==> src/rtl/mem_arbiter_if.sv <==
// mem_arbiter_if: memory-side bus between the fill/write-through arbiter and
// the memory controller.
//   mem_en         access strobe, one cycle per read or write
//   mem_wr         1 = write, 0 = read
//   mem_addr       byte address (16'h0000 when no access is issued)
//   mem_wdata      write data (16'h0000 unless a write is issued)
//   mem_data_valid read data return, one pulse per issued read, in order
// Modports: master = arbiter side, slave = memory side.
interface mem_arbiter_if;
  logic        mem_en;
  logic        mem_wr;
  logic [15:0] mem_addr;
  logic [15:0] mem_wdata;
  logic        mem_data_valid;

  modport master (
    output mem_en, mem_wr, mem_addr, mem_wdata,
    input  mem_data_valid
  );

  modport slave (
    input  mem_en, mem_wr, mem_addr, mem_wdata,
    output mem_data_valid
  );
endinterface

==> src/rtl/mem_arbiter.sv <==
// mem_arbiter: shares one memory port between I-cache fills, D-cache fills
// and D-cache write-through. One transaction in flight at a time; fill reads
// are pipelined (issue and return counted independently).
// Ports:
//   clk, rst_n                  clock, synchronous active-low reset
//   ic_miss / ic_miss_addr      I-cache fill request (level) and byte address
//   dc_miss / dc_miss_addr      D-cache fill request (level) and byte address
//   dc_wr_req / addr / data     D-cache write-through request (level)
//   mem                         memory bus (mem_arbiter_if.master)
//   ic_fsm_busy / dc_fsm_busy   fill in progress for that cache
//   ic_fill_we / dc_fill_we     returned word write enable for that cache
//   fill_word                   index of the returned word in the block
//   ic_done / dc_done           pulse with the last returned word
//   dc_wr_ack                   pulse in the cycle the write is issued
//
// state  | meaning
// IDLE   | no transaction, arbitrate wr_req > (starved I fill) > dc_miss > ic_miss
// WRITE  | single-cycle write-through on the bus, ack pulsed
// FILL_D | D-cache block fill, WORDS reads issued, WORDS returns awaited
// FILL_I | I-cache block fill, WORDS reads issued, WORDS returns awaited
module mem_arbiter #(
  parameter int WORDS = 8
) (
  input  logic                clk,
  input  logic                rst_n,
  input  logic                ic_miss,
  input  logic [15:0]         ic_miss_addr,
  input  logic                dc_miss,
  input  logic [15:0]         dc_miss_addr,
  input  logic                dc_wr_req,
  input  logic [15:0]         dc_wr_addr,
  input  logic [15:0]         dc_wr_data,
  mem_arbiter_if.master       mem,
  output logic                ic_fsm_busy,
  output logic                dc_fsm_busy,
  output logic                ic_fill_we,
  output logic                dc_fill_we,
  output logic [2:0]          fill_word,
  output logic                ic_done,
  output logic                dc_done,
  output logic                dc_wr_ack
);

  typedef enum logic [1:0] {IDLE, WRITE, FILL_D, FILL_I} state_t;

  localparam logic [2:0] LAST   = 3'(WORDS - 1);
  localparam logic [3:0] NWORDS = 4'(WORDS);

  state_t      state;
  logic [15:0] base;
  logic [3:0]  issue_cnt;
  logic [2:0]  ret_cnt;
  logic        ic_prio;

  logic in_fill;
  logic ret_valid;
  logic last_ret;
  logic unused_low;

  // Block alignment drops the low address nibble.
  assign unused_low = ^{ic_miss_addr[3:0], dc_miss_addr[3:0]};

  assign in_fill   = (state == FILL_D) || (state == FILL_I);
  assign ret_valid = in_fill && mem.mem_data_valid;
  assign last_ret  = ret_valid && (ret_cnt == LAST);

  assign ic_fsm_busy = (state == FILL_I);
  assign dc_fsm_busy = (state == FILL_D);
  assign ic_fill_we  = ret_valid && (state == FILL_I);
  assign dc_fill_we  = ret_valid && (state == FILL_D);
  assign ic_done     = last_ret && (state == FILL_I);
  assign dc_done     = last_ret && (state == FILL_D);
  assign fill_word   = ret_cnt;

  always_ff @(posedge clk) begin
    if (!rst_n) begin
      state         <= IDLE;
      base          <= 16'h0000;
      issue_cnt     <= 4'd0;
      ret_cnt       <= 3'd0;
      ic_prio       <= 1'b0;
      mem.mem_en    <= 1'b0;
      mem.mem_wr    <= 1'b0;
      mem.mem_addr  <= 16'h0000;
      mem.mem_wdata <= 16'h0000;
      dc_wr_ack     <= 1'b0;
    end else begin
      dc_wr_ack <= 1'b0;
      case (state)
        IDLE: begin
          if (!ic_miss) ic_prio <= 1'b0;
          if (dc_wr_req) begin
            state         <= WRITE;
            mem.mem_en    <= 1'b1;
            mem.mem_wr    <= 1'b1;
            mem.mem_addr  <= dc_wr_addr;
            mem.mem_wdata <= dc_wr_data;
            dc_wr_ack     <= 1'b1;
          end else if (dc_miss && !(ic_prio && ic_miss)) begin
            state        <= FILL_D;
            base         <= {dc_miss_addr[15:4], 4'h0};
            mem.mem_en   <= 1'b1;
            mem.mem_addr <= {dc_miss_addr[15:4], 4'h0};
            issue_cnt    <= 4'd1;
          end else if (ic_miss) begin
            state        <= FILL_I;
            ic_prio      <= 1'b0;
            base         <= {ic_miss_addr[15:4], 4'h0};
            mem.mem_en   <= 1'b1;
            mem.mem_addr <= {ic_miss_addr[15:4], 4'h0};
            issue_cnt    <= 4'd1;
          end
        end
        WRITE: begin
          state         <= IDLE;
          mem.mem_en    <= 1'b0;
          mem.mem_wr    <= 1'b0;
          mem.mem_addr  <= 16'h0000;
          mem.mem_wdata <= 16'h0000;
        end
        FILL_D, FILL_I: begin
          // issue_cnt counts reads already placed on the bus.
          if (issue_cnt < NWORDS) begin
            mem.mem_addr <= base + {11'b0, issue_cnt, 1'b0};
            issue_cnt    <= issue_cnt + 4'd1;
          end else begin
            mem.mem_en   <= 1'b0;
            mem.mem_addr <= 16'h0000;
          end
          if (ret_valid) ret_cnt <= last_ret ? 3'd0 : ret_cnt + 3'd1;
          if (last_ret) begin
            state        <= IDLE;
            mem.mem_en   <= 1'b0;
            mem.mem_addr <= 16'h0000;
            issue_cnt    <= 4'd0;
            // An I miss that waited out a D fill goes next.
            if (state == FILL_D && ic_miss) ic_prio <= 1'b1;
          end
        end
        default: state <= IDLE;
      endcase
    end
  end

endmodule
==> src/flat_wrapper.sv <==
// flat-port wrapper written by rule: the top's interface ports become plain ports
module mem_arbiter_flat 
#(
  parameter int WORDS = 8
)
  (clk, rst_n, ic_miss, ic_miss_addr, dc_miss, dc_miss_addr, dc_wr_req, dc_wr_addr, dc_wr_data, ic_fsm_busy, dc_fsm_busy, ic_fill_we, dc_fill_we, fill_word, ic_done, dc_done, dc_wr_ack, mem_mem_en, mem_mem_wr, mem_mem_addr, mem_mem_wdata, mem_mem_data_valid);
  mem_arbiter_if mem_i ();
  input  logic clk;
  input  logic rst_n;
  input  logic ic_miss;
  input  logic [15:0] ic_miss_addr;
  input  logic dc_miss;
  input  logic [15:0] dc_miss_addr;
  input  logic dc_wr_req;
  input  logic [15:0] dc_wr_addr;
  input  logic [15:0] dc_wr_data;
  output logic ic_fsm_busy;
  output logic dc_fsm_busy;
  output logic ic_fill_we;
  output logic dc_fill_we;
  output logic [2:0] fill_word;
  output logic ic_done;
  output logic dc_done;
  output logic dc_wr_ack;
  output wire logic [$bits(mem_i.mem_en)-1:0] mem_mem_en;
  output wire logic [$bits(mem_i.mem_wr)-1:0] mem_mem_wr;
  output wire logic [$bits(mem_i.mem_addr)-1:0] mem_mem_addr;
  output wire logic [$bits(mem_i.mem_wdata)-1:0] mem_mem_wdata;
  input wire logic [$bits(mem_i.mem_data_valid)-1:0] mem_mem_data_valid;
  assign mem_mem_en = mem_i.mem_en;
  assign mem_mem_wr = mem_i.mem_wr;
  assign mem_mem_addr = mem_i.mem_addr;
  assign mem_mem_wdata = mem_i.mem_wdata;
  assign mem_i.mem_data_valid = mem_mem_data_valid;
  mem_arbiter #(.WORDS(WORDS)) u_core (.clk(clk), .rst_n(rst_n), .ic_miss(ic_miss), .ic_miss_addr(ic_miss_addr), .dc_miss(dc_miss), .dc_miss_addr(dc_miss_addr), .dc_wr_req(dc_wr_req), .dc_wr_addr(dc_wr_addr), .dc_wr_data(dc_wr_data), .mem(mem_i), .ic_fsm_busy(ic_fsm_busy), .dc_fsm_busy(dc_fsm_busy), .ic_fill_we(ic_fill_we), .dc_fill_we(dc_fill_we), .fill_word(fill_word), .ic_done(ic_done), .dc_done(dc_done), .dc_wr_ack(dc_wr_ack));
endmodule
==> config.mk <==
export PLATFORM = sky130hd
export DESIGN_NAME = mem_arbiter_flat
export DESIGN_NICKNAME = d
export VERILOG_FILES = /design/src/rtl/mem_arbiter_if.sv /design/src/rtl/mem_arbiter.sv /design/src/flat_wrapper.sv
export SDC_FILE = /design/constraint.sdc
export NUM_CORES = 1
export LEC_CHECK = 0
export CORE_MARGIN = 5
export CORE_UTILIZATION = 44
export CTS_CLUSTER_SIZE = 24
export DETAILED_ROUTE_END_ITERATION = 6
export PLACE_DENSITY = 0.92
export SLEW_MARGIN = 20
export SYNTH_ARGS = -nofsm -noshare
export SYNTH_HDL_FRONTEND = slang
export SYNTH_SLANG_ARGS = --single-unit
==> constraint.sdc <==
create_clock -name clk -period 2.6 [get_ports clk]
set_input_delay 0.78 -clock clk [delete_from_list [all_inputs] [get_ports clk]]
set_output_delay 0.78 -clock clk [all_outputs]
set_load 0.05 [all_outputs]
==> results of run 1 <==
## logic make-up (layout without fill, tap and decap cells)
kind of cell,count (synthesis),after routing,share of synthesized area
and+or+nand+nor,97,97,0.183
AOI/OAI and AO/OA,79,79,0.243
DFF,57,57,0.462
buffers and inverters,20,144,0.0401
muxes,12,12,0.0563
adders and majority gates,3,3,0.0152
## cells in the final DEF (no fill, tap or decap), types with 12 or more instances in the layout
master / instances
o21ai_0: 15
a22o_1: 16
clkdlybuf4s50_1: 98
a21o_1: 14
buf_4: 20
nor3_1: 12
nor2_1: 49
dfxtp_1: 57
a222oi_1: 15
## repair_timing
item	4_1_cts	5_1_grt
setup buffers	0	1
setup endpoints to repair	0	1
resized for setup	0	2
## synth_stat cells, drive strengths merged (2+ instances only)
master / count / area [µm²]
mux2: 12 / 139
nand2: 12 / 45.0
and3: 3 / 18.8
nor3: 15 / 80.1
nor2: 51 / 194
ha: 3 / 37.5
a21boi: 2 / 18.8
clkbuf: 7 / 26.3
a21oi: 11 / 55.1
and2: 7 / 43.8
dfxtp: 57 / 1140
nand2b: 2 / 12.5
a222oi: 15 / 150
nand3: 2 / 10.0
a22oi: 2 / 15.0
o21ai: 15 / 75.1
a22o: 16 / 140
o221a: 2 / 22.5
buf: 11 / 65.1
nor3b: 3 / 33.8
a21o: 14 / 105
## cell type report
type / count / share of cell area
repair buffers: 126 / 0.320
multi-input cells: 191 / 0.311
flip-flops and latches: 57 / 0.284
clock buffers: 11 / 0.0352
clock inverters: 5 / 0.0256
well taps: 72 / 0.0224
inverters: 2 / 0.00187
## power breakdown
part,total (W),internal [W],switching (W)
registers,0.000992,0.000944,0.0000473
clock network,0.00102,0.000661,0.000357
logic,0.000678,0.000298,0.000381
total,0.00269,0.00190,0.000785
## through the flow
step / hold slack (ns) / power (W) / utilization / instances
2_1_floorplan: 0.442 / 0.00139 / - / 268
3_3_place_gp: 0.455 / 0.00166 / 0.686 / 447
3_5_place_dp: 0.456 / 0.00168 / 0.686 / 447
4_1_cts: 0.477 / 0.00270 / 0.731 / 463
5_1_grt: 0.491 / 0.00278 / 0.734 / 464
6_report: 0.473 / 0.00269 / 0.734 / 464
## worst max-delay path: stages, from the launching register on
cell	delay, ns
dfxtp_1	0.37
ha_1	0.18
ha_1	0.25
nand2_2	0.11
nor3_4	0.24
buf_12	0.17
## registers in the layout, indices dropped and copies added, names as in the netlist
name / count
u_core.mem.mem_addr: 16
u_core.mem.mem_wdata: 16
u_core.base: 12
u_core.issue_cnt: 4
u_core.fill_word: 3
u_core.state: 2
u_core.dc_wr_ack: 1
u_core.ic_prio: 1
u_core.mem.mem_en: 1
u_core.mem.mem_wr: 1
## routing by layer
metal,global-route usage,share of wire,up-vias
met5,0,0,-
li1,-,-,1218
met2,0.364,0.49,140
met1,0.259,0.41,1206
met3,0.0505,0.085,12
met4,0.0906,0.014,0
## worst paths after layout
path | endpoint | depth (start not counted)
min reg2reg | u_core.mem.mem_wdata[3] | 1
max | dc_done | 5
max reg2reg | u_core.mem.mem_addr[4] | 4
min | u_core.mem.mem_wdata[3] | 1
==> metrics.yaml, run 1 <==
outcome: "complete, but fails checks"
violations: "DRC"
synth_nets: 341
cts.sinks: 57
hp-start: "u_core.mem.mem_wdata[3]"
avgSynthCellArea_um2: 9.21
r2r_setup_slack_ns: 0.55
yosys.cell_types.count: 35
rows: 27
io_pins: 114
cts_tree: "yes"
worst_clock_skew_ns: 0.00726
dieArea_mm2: 0.00721
drv_slew: 0
hold_class: "reg -> reg"
synth-seq-area-share: 0.462
htree_levels: 3
async_flop_share: 0
drt_iter0_drc: 211
grt_max_degree: 26
die_x_um: 84.9
power_density_mw_per_mm2: 670
die_h_um: 84.9
cts_hold_buffers: 0
hold_viol: 0
initial_core_util: 0.451
clockRootBuffer: "clkbuf_8"
antenna_found_initial: 0
netlist_instances: 268
crit_start: "u_core.fill_word[0]"
timing.fmax_mhz: 412
maxCapViolCount: 0
crit_fanout: 5
final_nets: 460
route.detailed.drc: 3
final.min_clock_period_ns: 2.43
min_period_over_period: 0.933
cts.clk_slew.worst_paths_ns: 0.06
worst_slack_ns: 0.174
finalSetupTns_ns: 0
cts_buffers: 9
yosys_register_bits: 57
ys.flop_type: "dfxtp_1"
area_growth_pct: 62.7
tightest_slew_ns: 0.796
grt_pass1_wl_um: 12400
cp.required_ns: 1.82
irDropWorstVdd_uv: 372
clock_latency_ns: 0.33
place_congestion: 0.836
clock_path_buffers: 2
r2r-start: "u_core.state[0]"
endpoint_kind: "primary output"
arrival_ns: 1.65
setup_viol: 0
critPathLaunchType: "flop"
slew_headroom: 0.469
vias_per_cell: 5.55
n_antenna_cell: 0
synth_area_mm2: 0.00247
stdcell_area_mm2: 0.00402
grt_pass1_vias: 2592
seq_area_mm2: 0.00114
overflow: 0
hpwl_um: 5480
ys_warn_count: 0
place_ws_ns: -0.0741
power.leakage_nw: 1.66
multi_input_area_mm2: 0.00125
grtUsageTotal: 0.214
design.core.area_mm2: 0.00547
routedWlPerCell_um: 16.9
rsz0062_at_grt: "no"
drive_above_1_share: 0.166
vias: 2576
port_buffers: 105
fill_cells: 381
drt_wl_total_um: 7840
firstDrtPassIters: 7
ant_nets: 0
critPathKind: "reg -> out"
synth-edff-count: 0
post_dp_cell_area_mm2: 0.00376
Note: power is estimated with default switching activity, not from simulation.
==> inputs of run 2 (changes only) <==
--- a/config.mk
+++ b/config.mk
@@ -6,10 +6,12 @@
 export NUM_CORES = 1
 export LEC_CHECK = 0
 export CORE_MARGIN = 5
-export CORE_UTILIZATION = 44
+export CORE_UTILIZATION = 46
+export CTS_BUF_LIST = sky130_fd_sc_hd__clkbuf_4
 export CTS_CLUSTER_SIZE = 24
 export DETAILED_ROUTE_END_ITERATION = 6
-export PLACE_DENSITY = 0.92
+export PLACE_DENSITY = 0.95
+export SKIP_CTS_REPAIR_TIMING = 1
 export SLEW_MARGIN = 20
 export SYNTH_ARGS = -nofsm -noshare
 export SYNTH_HDL_FRONTEND = slang
==> run 2 against run 1 <==
  * The run still ends with DRC left
  * Fmax is 4.7% lower
  * Sequential power barely moved
  * Final cell count fell by 1.1%
  * Die area down 3.8%
  * Critical path depth fell by 1
  * Register-to-register slack gained 0.02 ns
  * Critical endpoint unchanged
  * Largest power group is now registers
==> metrics.yaml, run 2 (same netlist as run 1, synthesis figures left out) <==
place_congestion: 0.792  # -5.2%
ant_nets: 0  # unchanged
hold_class: "reg -> reg"
rows: 26  # -3.7%
stdcell_area_mm2: 0.00383  # -4.5%
route.detailed.drc: 2  # -1
critPathKind: "in -> out"
crit_fanout: 2  # -3
hpwl_um: 5780  # +5.4%
routedWlPerCell_um: 17.4  # +3.0%
grt_pass1_wl_um: 12900  # +4.0%
final_cell_mix: "clkdlybuf4s50_1, dfxtp_1, nor2_1, buf_4, a22o_1"
clock_path_buffers: 2  # unchanged
hold_path_depth: 1  # unchanged
drt_wl_total_um: 7990  # +1.9%
largest_registers: "u_core.mem.mem_addr (16), u_core.mem.mem_wdata (16), u_core.base (12)"
final_common_cell: "clkdlybuf4s50_1"
maxCapViolCount: 0  # unchanged
p_seq_frac: 0.454  # +0.085
multi_input_area_mm2: 0.00124  # -0.40%
grt_use_met1: 0.252  # -0.00671
vias: 2626  # +1.9%
power_w: 0.00218  # -19%
final_nets: 458  # -0.43%
antenna_found_initial: 0  # unchanged
grt_pass1_vias: 2691  # +3.8%
port_buffers: 105  # unchanged
n_antenna_cell: 0  # unchanged
min_period_over_period: 0.979  # +0.0455
r2r-end: "u_core.mem.mem_addr[5]"
die_x_um: 83.2  # -1.9%
cts.sinks: 57  # unchanged
hold_viol: 0  # unchanged
grt_max_degree: 26  # unchanged
drt_iter0_drc: 252  # +19%
vias_per_cell: 5.72  # +3.1%
rsz0062_at_grt: "no"
final.min_clock_period_ns: 2.54  # +0.118 ns
dieArea_mm2: 0.00693  # -3.8%
grt_use_met3: 0.0554  # +0.00496
hold_slack_ns: 0.488  # +0.0148 ns
p_sw_frac: 0.344  # +0.0520
comb_power_share: 0.311  # +0.059
clockRootBuffer: "clkbuf_4"
htree_levels: 3  # unchanged
setup_viol: 0  # unchanged
p_clk_frac: 0.235  # -0.144
cts_tree: "yes"
r2r-start: "u_core.fill_word[0]"
whs_endpoint: "u_core.mem.mem_wdata[1]"
irDropWorstVdd_uv: 337  # -9.6%
hp-start: "u_core.mem.mem_wdata[1]"
r2r_setup_slack_ns: 0.57  # +0.02 ns
arrival_ns: 1.76  # +0.11 ns
area_growth_pct: 55.3
worst_clock_skew_ns: 0.00896  # +0.00170 ns
post_dp_cell_area_mm2: 0.00373  # -0.60%
firstDrtPassIters: 7  # unchanged
p_int_w: 0.00143  # -25%
cp.required_ns: 1.82  # about the same
r2r.worst_path.cells: 8  # +4
grtUsageTotal: 0.230  # +0.0154
endpoint_kind: "primary output"
overflow: 0  # unchanged
io_pins: 114  # unchanged
outcome: "complete, but fails checks"
slew_headroom: 0.288  # -0.181
drv_slew: 0  # unchanged
tightest_slew_ns: 1.06  # +0.268 ns
drive_above_1_share: 0.149  # -0.0167
cts.clk_slew.worst_paths_ns: 0.08  # +0.02 ns
clock_latency_ns: 0.40  # +0.07 ns
met2_usage: 0.412  # +0.0481
design.core.area_mm2: 0.00517  # -5.5%
power.switching_w: 0.000750  # -4.5%
seq_area_mm2: 0.00114  # unchanged
fill_cells: 341  # -10%
power_density_mw_per_mm2: 569  # -15%
timing.fmax_mhz: 393  # -4.7%
cts_buffers: 9  # unchanged
die_h_um: 83.2  # -1.9%
power.leakage_nw: 1.57  # -5.4%
grt.busiest_layer: "met2"
critPathLaunchType: "input pin"
initial_core_util: 0.477  # +0.0262
violations: "DRC"
## run 2: worst max-delay path: stages
cell and delay, ns:
clkdlybuf4s50_1 0.48, nand2_1 0.10, nor3_4 0.23, buf_12 0.18
## run 2: layer usage
| layer | up-vias | part of all wire |
|---|---|---|
| met4 | 0 | 0.023 |
| met5 | - | 0 |
| li1 | 1226 | - |
| met2 | 118 | 0.53 |
| met1 | 1259 | 0.38 |
| met3 | 23 | 0.071 |
## run 2: how the worst max path moves through the flow
stage / cells after the start / slack (ns) / startpoint / endpoint
floorplan: 4 / -0.01 / u_core.state[1] / dc_fill_we
global placement: 5 / 0.008 / dc_wr_req / u_core.mem.mem_wdata[4]
global route: 5 / 0.01 / u_core.fill_word[0] / dc_done
detailed placement: 5 / -0.11 / dc_wr_req / u_core.mem.mem_wdata[7]
CTS: 4 / 0.06 / mem_mem_data_valid / dc_done
finish: 4 / 0.06 / mem_mem_data_valid / dc_done
## run 2: final cells by class
class	instances	share of cell area
Tap cell	70	0.0229
Timing Repair Buffer	124	0.327
Clock inverter	5	0.00620
Inverter	2	0.00196
Sequential cell	57	0.298
Multi-Input combinational cell	191	0.325
Clock buffer	10	0.0196
## run 2: stage by stage
step           setup slack [ns]  utilization  setup TNS, ns  std cells
2_1_floorplan           -0.0129            -        -0.0129        268
4_1_cts                  0.0596        0.741              0        459
5_1_grt                  0.0107        0.741              0        459
6_report                 0.0554        0.741              0        459
3_5_place_dp             -0.107        0.722          -1.31        444
3_3_place_gp            0.00820        0.722              0        444
## run 2: power by group through the flow
| stage | combinational [W] | sequential (W) | clock [W] |
|---|---|---|---|
| after global placement | 0.000659 | 0.00100 | 0 |
| after detailed placement | 0.000674 | 0.00101 | 0 |
| after CTS | 0.000679 | 0.000988 | 0.000520 |
| after global routing | 0.000721 | 0.000997 | 0.000560 |
| final | 0.000679 | 0.000989 | 0.000513 |
| after floorplan | 0.000239 | 0.00116 | 0 |
==> inputs of run 3 (changes only) <==
--- a/config.mk
+++ b/config.mk
@@ -10,7 +10,8 @@
 export CTS_BUF_LIST = sky130_fd_sc_hd__clkbuf_4
 export CTS_CLUSTER_SIZE = 24
 export DETAILED_ROUTE_END_ITERATION = 6
-export PLACE_DENSITY = 0.95
+export GPL_TIMING_DRIVEN = 1
+export PLACE_DENSITY = 0.88
 export SKIP_CTS_REPAIR_TIMING = 1
 export SLEW_MARGIN = 20
 export SYNTH_ARGS = -nofsm -noshare
==> constraint.sdc (replaced) <==
create_clock -name clk -period 2.6 [get_ports clk]
set_input_delay 0.78 -clock clk [delete_from_list [all_inputs] [get_ports clk]]
set_output_delay 0.78 -clock clk [all_outputs]
set_load 0.01 [all_outputs]
==> run 3 against run 2 <==
  * The flow now finishes without violations
  * Die area did not move
  * Register-to-register slack got worse by 0.06 ns
  * Core utilization fell by 0.63 points
  * First-iteration DRC count fell by 32%
  * Sequential share of layout area rose by 0.25 points
  * Combinational power fell by 24%
  * Critical endpoint is now ic_fsm_busy
  * Largest cell class is now multi-input combinational cells
  * Largest power group unchanged
==> metrics.yaml, run 3 (same netlist as run 1, synthesis figures left out) <==
critPathKind: "reg -> out"
critPathMaxStageDelay_ns: 0.54  # +0.06 ns
worst_clock_skew_ns: 0.0114  # +0.00248 ns
htree_levels: 3  # unchanged
outcome: "complete, no violations"
drv_slew: 0  # unchanged
grt_pass1_vias: 2489  # -7.5%
die_h_um: 83.2  # unchanged
routedWlPerCell_um: 15.9  # -8.5%
antenna_found_initial: 0  # unchanged
grt_pass1_wl_um: 11900  # -8.1%
vias_per_cell: 5.63  # -1.7%
cts.sinks: 57  # unchanged
finalSetupTns_ns: 0  # unchanged
drt_iter0_drc: 172  # -32%
cts.clk_slew.worst_paths_ns: 0.09  # about the same
cp.required_ns: 1.82  # about the same
hold_path_depth: 1  # unchanged
io_pins: 114  # unchanged
initial_core_util: 0.477  # unchanged
rsz0062_at_grt: "no"
vias: 2599  # -1.0%
clock_latency_ns: 0.40  # about the same
drt_wl_total_um: 7360  # -7.9%
hpwl_um: 5390  # -6.8%
final_cell_mix: "clkdlybuf4s50_1, dfxtp_1, nor2_1, buf_4, a22o_1"
worst_slack_ns: 0.128  # +0.0726 ns
route.detailed.drc: 0  # -2
hp-start: "u_core.mem.mem_wdata[11]"
r2r-start: "u_core.state[1]"
arrival_ns: 1.69  # -0.07 ns
cts_tree: "yes"
drive_above_1_share: 0.145  # -0.00369
tightest_slew_ns: 1.02  # -0.0404 ns
grt_max_degree: 26  # unchanged
slew_headroom: 0.315  # +0.0270
hold_class: "reg -> reg"
largest_registers: "u_core.mem.mem_addr (16), u_core.mem.mem_wdata (16), u_core.base (12)"
dieArea_mm2: 0.00693  # unchanged
place_congestion: 0.792  # about the same
final.min_clock_period_ns: 2.47  # -0.0726 ns
setup_viol: 0  # unchanged
r2r_setup_slack_ns: 0.51  # -0.06 ns
cp_cell_sequence: "and2_1, clkdlybuf4s50_1"
r2r.worst_path.cells: 5  # -3
slowest_stage: "dfxtp_1"
power_density_mw_per_mm2: 529  # -7.0%
final_common_cell: "clkdlybuf4s50_1"
final_nets: 460  # +0.44%
fill_cells: 395  # +16%
rows: 26  # unchanged
maxCapViolCount: 0  # unchanged
grtUsageTotal: 0.208  # -0.0212
cts_buffers: 9  # unchanged
r2r-end: "u_core.mem.mem_addr[14]"
crit_fanout: 9  # +7
clockRootBuffer: "clkbuf_4"
timing.fmax_mhz: 405  # +2.9%
power.leakage_nw: 1.63  # +3.7%
critPathLaunchType: "flop"
endpoint_kind: "primary output"
port_buffers: 105  # unchanged
firstDrtPassIters: 6  # -1
hold_viol: 0  # unchanged
place_ws_ns: -0.287  # -0.179 ns
die_x_um: 83.2  # unchanged
whs_endpoint: "u_core.mem.mem_wdata[11]"
clock_path_buffers: 2  # unchanged
n_antenna_cell: 0  # unchanged
ant_nets: 0  # unchanged
min_period_over_period: 0.951  # -0.0279
irDropWorstVdd_uv: 374  # +11%
overflow: 0  # unchanged
design.core.area_mm2: 0.00517  # unchanged
area_growth_pct: 54.0
## run 3: routing by layer
metal / wire, µm / GRT usage / up-vias
met5: 0 / 0 / -
met4: 108 / 0.0862 / 0
met3: 679 / 0.0475 / 12
met2: 3470 / 0.339 / 159
met1: 3100 / 0.265 / 1207
li1: - / - / 1221
## run 3: critical path: cells and delay by family (launching register included)
family	cells	cell delay, ns
buffers and inverters	1	0.54
flip-flops	1	0.54
AND/OR/NAND/NOR	1	0.21
## run 3: worst max-delay path by stage
stage / start / endpoint / cells past startpoint / slack [ns]
3_5_place_dp: mem_mem_data_valid / dc_done / 4 / -0.29
6_report: u_core.state[0] / ic_fsm_busy / 2 / 0.13
2_1_floorplan: dc_miss / u_core.mem.mem_addr[10] / 5 / 0.61
5_1_grt: u_core.state[0] / ic_fsm_busy / 2 / 0.06
4_1_cts: mem_mem_data_valid / dc_done / 4 / -0.30
3_3_place_gp: mem_mem_data_valid / dc_done / 4 / -0.29
## run 3: area by class of cell
class / instances / area (µm²) / area share
multi-input cells: 191 / 1240 / 0.326
clock buffers: 11 / 82.6 / 0.0217
repair buffers: 126 / 1220 / 0.321
inverters: 2 / 7.51 / 0.00198
flip-flops and latches: 57 / 1140 / 0.300
clock inverters: 5 / 22.5 / 0.00593
well taps: 70 / 87.6 / 0.0230
## run 3: through the flow
stage               hold slack (ns)  utilization  instance area [µm²]  total power (W)  instances
floorplan                     0.442            -                 2470          0.00124        268
global placement              0.456        0.711                 3680          0.00150        446
detailed placement            0.456        0.711                 3680          0.00151        446
CTS                           0.485        0.731                 3780          0.00202        462
global route                  0.497        0.735                 3800          0.00211        462
finish                        0.482        0.735                 3800          0.00201        462
## run 3: where the power goes
group	total (W)	switching [W]	internal [W]
logic	0.000513	0.000224	0.000289
clock network	0.000511	0.000304	0.000207
registers	0.000987	0.0000436	0.000943
total	0.00201	0.000571	0.00144
